## src/rtl/sqw_pkg.sv

```systemverilog
// Shared definitions for the square-wave generator and its sequencer.
package sqw_pkg;

    // Sequencer FSM states.
    typedef enum logic [1:0] {
        ST_IDLE     = 2'd0,
        ST_RUN      = 2'd1,
        ST_STOPPING = 2'd2
    } sqw_state_t;

    // clk cycles per unit of m/n (100 ns at 100 MHz); shared with the generator.
    localparam int SQW_BASE_TICKS = 10;

endpackage

```

## src/rtl/sqw_seq_table.sv

```systemverilog
// Sequencer entry table: DEPTH x W register file, one write port,
// one asynchronous read port. Contents clear to zero on reset.
module sqw_seq_table
    import sqw_pkg::*;
#(
    parameter int W     = 16,
    parameter int DEPTH = 8,
    parameter int AW    = $clog2(DEPTH)
) (
    input  logic          clk,
    input  logic          rst_n,
    input  logic          wr_en,
    input  logic [AW-1:0] wr_addr,
    input  logic [W-1:0]  wr_data,
    input  logic [AW-1:0] rd_addr,
    output logic [W-1:0]  rd_data
);

    logic [W-1:0] mem_reg [DEPTH];

    // Entry storage: cleared on reset, written when the top accepts a write.
    always_ff @(posedge clk or negedge rst_n) begin
        if (!rst_n) begin
            for (int i = 0; i < DEPTH; i++) begin
                mem_reg[i] <= '0;
            end
        end else if (wr_en) begin
            mem_reg[wr_addr] <= wr_data;
        end
    end

    assign rd_data = mem_reg[rd_addr];

endmodule

```

## src/rtl/sqw_sequencer.sv

```systemverilog
// Square-wave sequencer: plays a table of (m, n, repeat) entries into one
// generator, counting complete periods from the generator's own out signal.
// Optional feature macro: SQW_SEQ_LOOP_EN (honour loop_en; otherwise the
// sequence always ends after entry len-1 and loop_en is ignored).
module sqw_sequencer
    import sqw_pkg::*;
#(
    parameter int M     = 4,
    parameter int N     = 4,
    parameter int DEPTH = 8,
    parameter int REP_W = 8,
    localparam int AW   = $clog2(DEPTH)
) (
    input  logic             clk,
    input  logic             rst_n,
    input  logic             wr_en,
    input  logic [AW-1:0]    wr_addr,
    input  logic [M-1:0]     wr_m,
    input  logic [N-1:0]     wr_n,
    input  logic [REP_W-1:0] wr_rep,
    output logic             wr_err,
    input  logic [AW:0]      len,
    input  logic             start,
    input  logic             stop,
    input  logic             loop_en,
    input  logic             gen_out,
    output logic             gen_rst,
    output logic [M-1:0]     m_out,
    output logic [N-1:0]     n_out,
    output logic             busy,
    output logic             done,
    output logic [AW-1:0]    cur_idx
);

    localparam int W = M + N + REP_W;

    sqw_state_t       state_reg, state_next;
    logic [M-1:0]     m_reg, m_next;
    logic [N-1:0]     n_reg, n_next;
    logic [REP_W-1:0] rep_reg, rep_next;
    logic [REP_W-1:0] per_cnt_reg, per_cnt_next;
    logic             first_reg, first_next;
    logic [AW-1:0]    idx_reg, idx_next;
    logic [AW:0]      len_reg, len_next;
    logic             done_reg, done_next;
    logic             gen_rst_reg, gen_rst_next;
    logic             wr_err_reg, wr_err_next;
    logic             gen_out_q;

    logic             wr_ok;
    logic             rise;
    logic             loop_ok;
    logic             last_entry;
    logic             period_done;
    logic             seq_end;
    logic [AW:0]      len_start;
    logic [REP_W-1:0] rep_eff;
    logic [AW-1:0]    rd_idx;
    logic [W-1:0]     rd_data;
    logic [M-1:0]     rd_m;
    logic [N-1:0]     rd_n;
    logic [REP_W-1:0] rd_rep;

`ifdef SQW_SEQ_LOOP_EN
    assign loop_ok = loop_en;
`else
    logic unused_loop_en;
    assign unused_loop_en = loop_en;
    assign loop_ok        = 1'b0;
`endif

    // The table is only modified while idle, and never with a zero high/low time.
    assign wr_ok = wr_en && (state_reg == ST_IDLE) && (wr_m != '0) && (wr_n != '0);

    sqw_seq_table #(
        .W     (W),
        .DEPTH (DEPTH),
        .AW    (AW)
    ) u_table (
        .clk     (clk),
        .rst_n   (rst_n),
        .wr_en   (wr_ok),
        .wr_addr (wr_addr),
        .wr_data ({wr_rep, wr_n, wr_m}),
        .rd_addr (rd_idx),
        .rd_data (rd_data)
    );

    assign rd_m   = rd_data[M-1:0];
    assign rd_n   = rd_data[M+N-1:M];
    assign rd_rep = rd_data[W-1:M+N];

    // A len beyond the table would never reach its last entry; clamp it.
    assign len_start   = (len > (AW+1)'(DEPTH)) ? (AW+1)'(DEPTH) : len;
    assign last_entry  = ({1'b0, idx_reg} == (len_reg - 1'b1));
    assign rep_eff     = (rep_reg == '0) ? REP_W'(1) : rep_reg;
    assign period_done = (({1'b0, per_cnt_reg} + 1'b1) == {1'b0, rep_eff});
    // Idle reads entry 0 for the start load; running reads the entry that follows.
    assign rd_idx      = (state_reg == ST_IDLE || last_entry) ? '0 : idx_reg + 1'b1;
    assign rise        = gen_out & ~gen_out_q;

    // Previous generator output, held low while the generator is in reset.
    always_ff @(posedge clk or negedge rst_n) begin
        if (!rst_n) begin
            gen_out_q <= 1'b0;
        end else if (gen_rst_reg) begin
            gen_out_q <= 1'b0;
        end else begin
            gen_out_q <= gen_out;
        end
    end

    // State and datapath registers.
    always_ff @(posedge clk or negedge rst_n) begin
        if (!rst_n) begin
            state_reg   <= ST_IDLE;
            m_reg       <= '0;
            n_reg       <= '0;
            rep_reg     <= '0;
            per_cnt_reg <= '0;
            first_reg   <= 1'b0;
            idx_reg     <= '0;
            len_reg     <= '0;
            done_reg    <= 1'b0;
            gen_rst_reg <= 1'b1;
            wr_err_reg  <= 1'b0;
        end else begin
            state_reg   <= state_next;
            m_reg       <= m_next;
            n_reg       <= n_next;
            rep_reg     <= rep_next;
            per_cnt_reg <= per_cnt_next;
            first_reg   <= first_next;
            idx_reg     <= idx_next;
            len_reg     <= len_next;
            done_reg    <= done_next;
            gen_rst_reg <= gen_rst_next;
            wr_err_reg  <= wr_err_next;
        end
    end

    // Next-state logic: start/load, period counting, entry advance, stop.
    always_comb begin
        state_next   = state_reg;
        m_next       = m_reg;
        n_next       = n_reg;
        rep_next     = rep_reg;
        per_cnt_next = per_cnt_reg;
        first_next   = first_reg;
        idx_next     = idx_reg;
        len_next     = len_reg;
        done_next    = 1'b0;
        wr_err_next  = wr_en & ~wr_ok;
        seq_end      = 1'b0;
        case (state_reg)
            ST_IDLE: begin
                if (start && (len != '0)) begin
                    state_next   = ST_RUN;
                    m_next       = rd_m;
                    n_next       = rd_n;
                    rep_next     = rd_rep;
                    per_cnt_next = '0;
                    first_next   = 1'b0;
                    idx_next     = '0;
                    len_next     = len_start;
                end
            end
            ST_RUN: begin
                if (rise) begin
                    // The first rise only marks the start of the first period.
                    if (!first_reg) begin
                        first_next = 1'b1;
                    end else if (period_done) begin
                        per_cnt_next = '0;
                        if (last_entry && !loop_ok) begin
                            seq_end    = 1'b1;
                            state_next = ST_IDLE;
                            done_next  = 1'b1;
                        end else begin
                            m_next   = rd_m;
                            n_next   = rd_n;
                            rep_next = rd_rep;
                            idx_next = rd_idx;
                        end
                    end else begin
                        per_cnt_next = per_cnt_reg + 1'b1;
                    end
                end
                // A natural end in the same cycle takes priority over stop.
                if (stop && !seq_end) begin
                    state_next = ST_STOPPING;
                end
            end
            ST_STOPPING: begin
                if (rise) begin
                    state_next = ST_IDLE;
                end
            end
            default: begin
                state_next = ST_IDLE;
            end
        endcase
        gen_rst_next = (state_next == ST_IDLE);
    end

    assign gen_rst = gen_rst_reg;
    assign m_out   = m_reg;
    assign n_out   = n_reg;
    assign busy    = (state_reg != ST_IDLE);
    assign done    = done_reg;
    assign cur_idx = idx_reg;
    assign wr_err  = wr_err_reg;

endmodule

```

## config.mk

```make
export PLATFORM = sky130hd
export DESIGN_NAME = sqw_sequencer
export DESIGN_NICKNAME = d
export VERILOG_FILES = /design/src/rtl/sqw_pkg.sv /design/src/rtl/sqw_seq_table.sv /design/src/rtl/sqw_sequencer.sv
export SDC_FILE = /design/constraint.sdc
export NUM_CORES = 1
export LEC_CHECK = 0
export BUFFER_PORTS_ARGS = -buffer_cell sky130_fd_sc_hd__clkbuf_2
export CORE_AREA = 4 4 110 133
export CTS_CLUSTER_DIAMETER = 30
export DETAILED_ROUTE_END_ITERATION = 10
export DIE_AREA = 0 0 114 137
export PLACE_DENSITY = 0.79
export SYNTH_ARGS = -nofsm -noshare
export SYNTH_HDL_FRONTEND = slang
export SYNTH_HIERARCHICAL = 1
export SYNTH_SLANG_ARGS = --single-unit
```

## constraint.sdc

```tcl
create_clock -name clk -period 3.3 [get_ports clk]
set_clock_uncertainty 0.05 [all_clocks]
set_input_delay 0 -clock clk [delete_from_list [all_inputs] [get_ports clk]]
set_output_delay 0 -clock clk [all_outputs]
set_load 0.05 [all_outputs]
```

==> run metrics <==
Critical Path Source Type register; final worst slack 0.192 ns; DIE AREA 0.0156 mm²; Seq. cell area 0.00416 mm²; CTS tree yes; Fin Hold WS 0.152 ns; Setup violations, final 0; RR Endpoint rep_reg[1]; met1 GRT Util 29.5%; largest net degree at the start of global routing 98; run status complete, no violations; max-cap violations 0; initial antenna violation count 0; DR DRC count 0; Antenna diodes 0; Pleak 4.11 nW; # fillers 849; count of buffer and inverter cells on the critical path 2; Initial Utilization 60.8%; worst-skew pair later-pin latency 0.43 ns; cell repeated most along the worst path mux2_2; Multi-input gate area 0.00369 mm²; antenna viol nets, final 0; Worst path max stage delay 0.61 ns; cell taking the most area after synthesis dfrtp_1; Largest register FFs 128; placed cell area 0.00846 mm²; ys flop type dfrtp_1; buffers added on ports 43; Max H-tree Level 4; overall die width 114 µm; via count 4846; HP Class primary input to register; crit path cell chain inv_1 -> ha_1 -> xor2_1 -> and3b_1 -> o221ai_1 -> nand2_1 -> nor2_4 -> buf_12 -> mux4_1 -> mux2_2 -> mux2_2; CP max-delay cell mux4_1; all-layer global routing usage 23.5%; Stages on worst setup path 11; Pre-Repair DR Iteration Count 4; Post-Layout Cell Count 791; reg2reg start len_reg[0]; f_max 322 MHz; clock-pin slew on the worst setup and hold paths 0.06 ns; crit path to rep_reg[1]; HPWL after detailed placement 10200 µm; Area Overhead vs Synth 15.7%; Synth Warn # 6; CP max FO 32; vias in the first global route 5214; post-synthesis sequential area ratio 51.6%; Critical Path AT 3.38 ns; drt via density 6.13; CP endpoint kind register; Avg Cell Area, Syn 14.9 µm²; flop2flop setup slack 0.19 ns; Mapped Nets 575; worst r2r path cells 11; crit path time final 3.11 ns; fin nets 643; Worst-Margin Slew 0.864 ns; placed cell count 731; Crit Path Class register to register; Final Hold Viols 0; placeable core region 0.0132 mm²; final WL 17000 µm; number of synthesized register bits 166; Mapped Cells 542; GRT overflow 0; top cell family by delay on the critical path multiplexers; Post-synth EDFFs 0; synth top area cells dfrtp_1, mux2_2, mux4_1, mux2_4, buf_6; GRT Max-Usage Layer met2; pwr/cell area 933 mW/mm²; met3 global-route usage 5.26%; # rows 46; post-synthesis async set-or-reset flop share 100%; Crit path required time 3.57 ns; global-route wire length before repair 27900 µm; Ports 45; Setup Fix Bufs, Post-CTS 0; final worst path period share 94.2%; Root Driver clkbuf_16; synthesized area 0.00805 mm²; GP Congestion 0.837; proportion of layout cells with a drive suffix above 1 42.9%; M2 GR Usage 40.8%; Final Util 70.4%; Slew Viols, Final 0; CTS Buf Count 17; Clock Path Buffers 2; hold path depth 3; Total Power 8.70 mW; Setup TNS 0 ns; Place WS 0.187 ns; CP startpoint len_reg[0]; die height 137 µm; Max VDD drop 0.000501 V; Sink Count 166; area fraction of the dominant cell type after synthesis 51.3%; RSZ-0062 raised after global routing false; Layout Cell Area excl Fill 0.00932 mm²; Initial DRC Count 283; relative slew slack 42.4%; Wirelength per Cell 21.5 µm; Synth cell types 63
final cells by class:
cell class              count  area share [%]
clock inverters             7           0.739
repair buffers             85            7.18
multi-input cells         334            39.6
inverters                   6           0.242
well taps                 168            2.26
flip-flops and latches    166            44.6
clock buffers              25            5.43
worst reg2reg max path, cell delays in order (launching register included):
cell	delay, ns
dfrtp_1	0.37
inv_1	0.09
ha_1	0.21
xor2_1	0.17
and3b_1	0.18
o221ai_1	0.22
nand2_1	0.16
nor2_4	0.14
buf_12	0.26
mux4_1	0.63
mux2_2	0.29
mux2_2	0.26
how the worst min path moves through the flow:
stage / startpoint / to
3_3_place_gp: rst_n / len_reg[0]
3_5_place_dp: rst_n / len_reg[0]
4_1_cts: wr_addr[0] / u_table/mem_reg[93]
6_report: wr_addr[0] / u_table/mem_reg[81]
5_1_grt: wr_addr[0] / u_table/mem_reg[93]
2_1_floorplan: rst_n / cur_idx[0]
report_power, final:
part           leakage [nW]  internal (mW)  switching [mW]
Combinational          1.78           1.86            1.36
Sequential             2.06           3.01           0.563
Clock                 0.279           1.14           0.774
Total                  4.11           6.00            2.70
cell families (layout without fill, tap and decap cells):
group / Yosys count / in the layout / share of synthesized area [%]
muxes: 193 / 193 / 33.2
xor gates and xnor gates: 13 / 13 / 1.41
AOI/OAI and AO/OA: 40 / 40 / 3.39
adders and majority gates: 4 / 4 / 0.591
and+or+nand+nor: 84 / 84 / 6.70
buffers and inverters: 42 / 123 / 3.11
DFF: 166 / 166 / 51.6
metal layers:
layer | share of wire, % | vias to the layer above
met1 | 43 | 2550
met4 | 1.4 | 0
met2 | 52 | 86
met5 | 0 | -
met3 | 3.5 | 23
li1 | - | 2187
what timing repair did:
action,CTS,global route
resized for setup,0,0
hold buffers,28,0
setup endpoints to repair,0,0
endpoints found under the hold margin,234,0
layout by cell type (no fill, tap or decap), types with 3 or more instances in the layout:
master / instances
dfrtp_1: 165
mux2_2: 152
clkbuf_2: 42
dlygate4sd3_1: 28
mux4_1: 28
nand2_1: 22
clkbuf_16: 17
o21ai_0: 10
mux2_4: 9
buf_4: 9
xnor2_1: 7
nor4_1: 7
inv_1: 6
xor2_1: 6
nor3_1: 6
nand2b_1: 6
nor2b_1: 5
a31oi_1: 5
clkbuf_8: 5
buf_12: 5
o21a_1: 4
nor2_1: 4
nand3_1: 4
mux4_2: 4
nand4_1: 3
o22ai_1: 3
ha_1: 3
clkinv_2: 3
clkbuf_1: 3
nand4b_2: 3
cell usage after synthesis (3+ instances only):
library cell,count
nand2_1,22
o21a_1,4
nor2b_1,5
nand4b_2,3
clkbuf_1,10
buf_6,8
inv_1,6
a31oi_1,5
nor4_1,7
nand2b_1,6
ha_1,3
nor3_1,6
buf_4,5
mux4_1,28
nand3_1,4
mux2_4,9
xnor2_1,7
nor2_1,6
o22ai_1,3
nand4_1,3
buf_2,10
dfrtp_1,165
mux2_2,152
mux4_2,4
o21ai_0,10
xor2_1,6
Power figures use the tool's default switching activity.
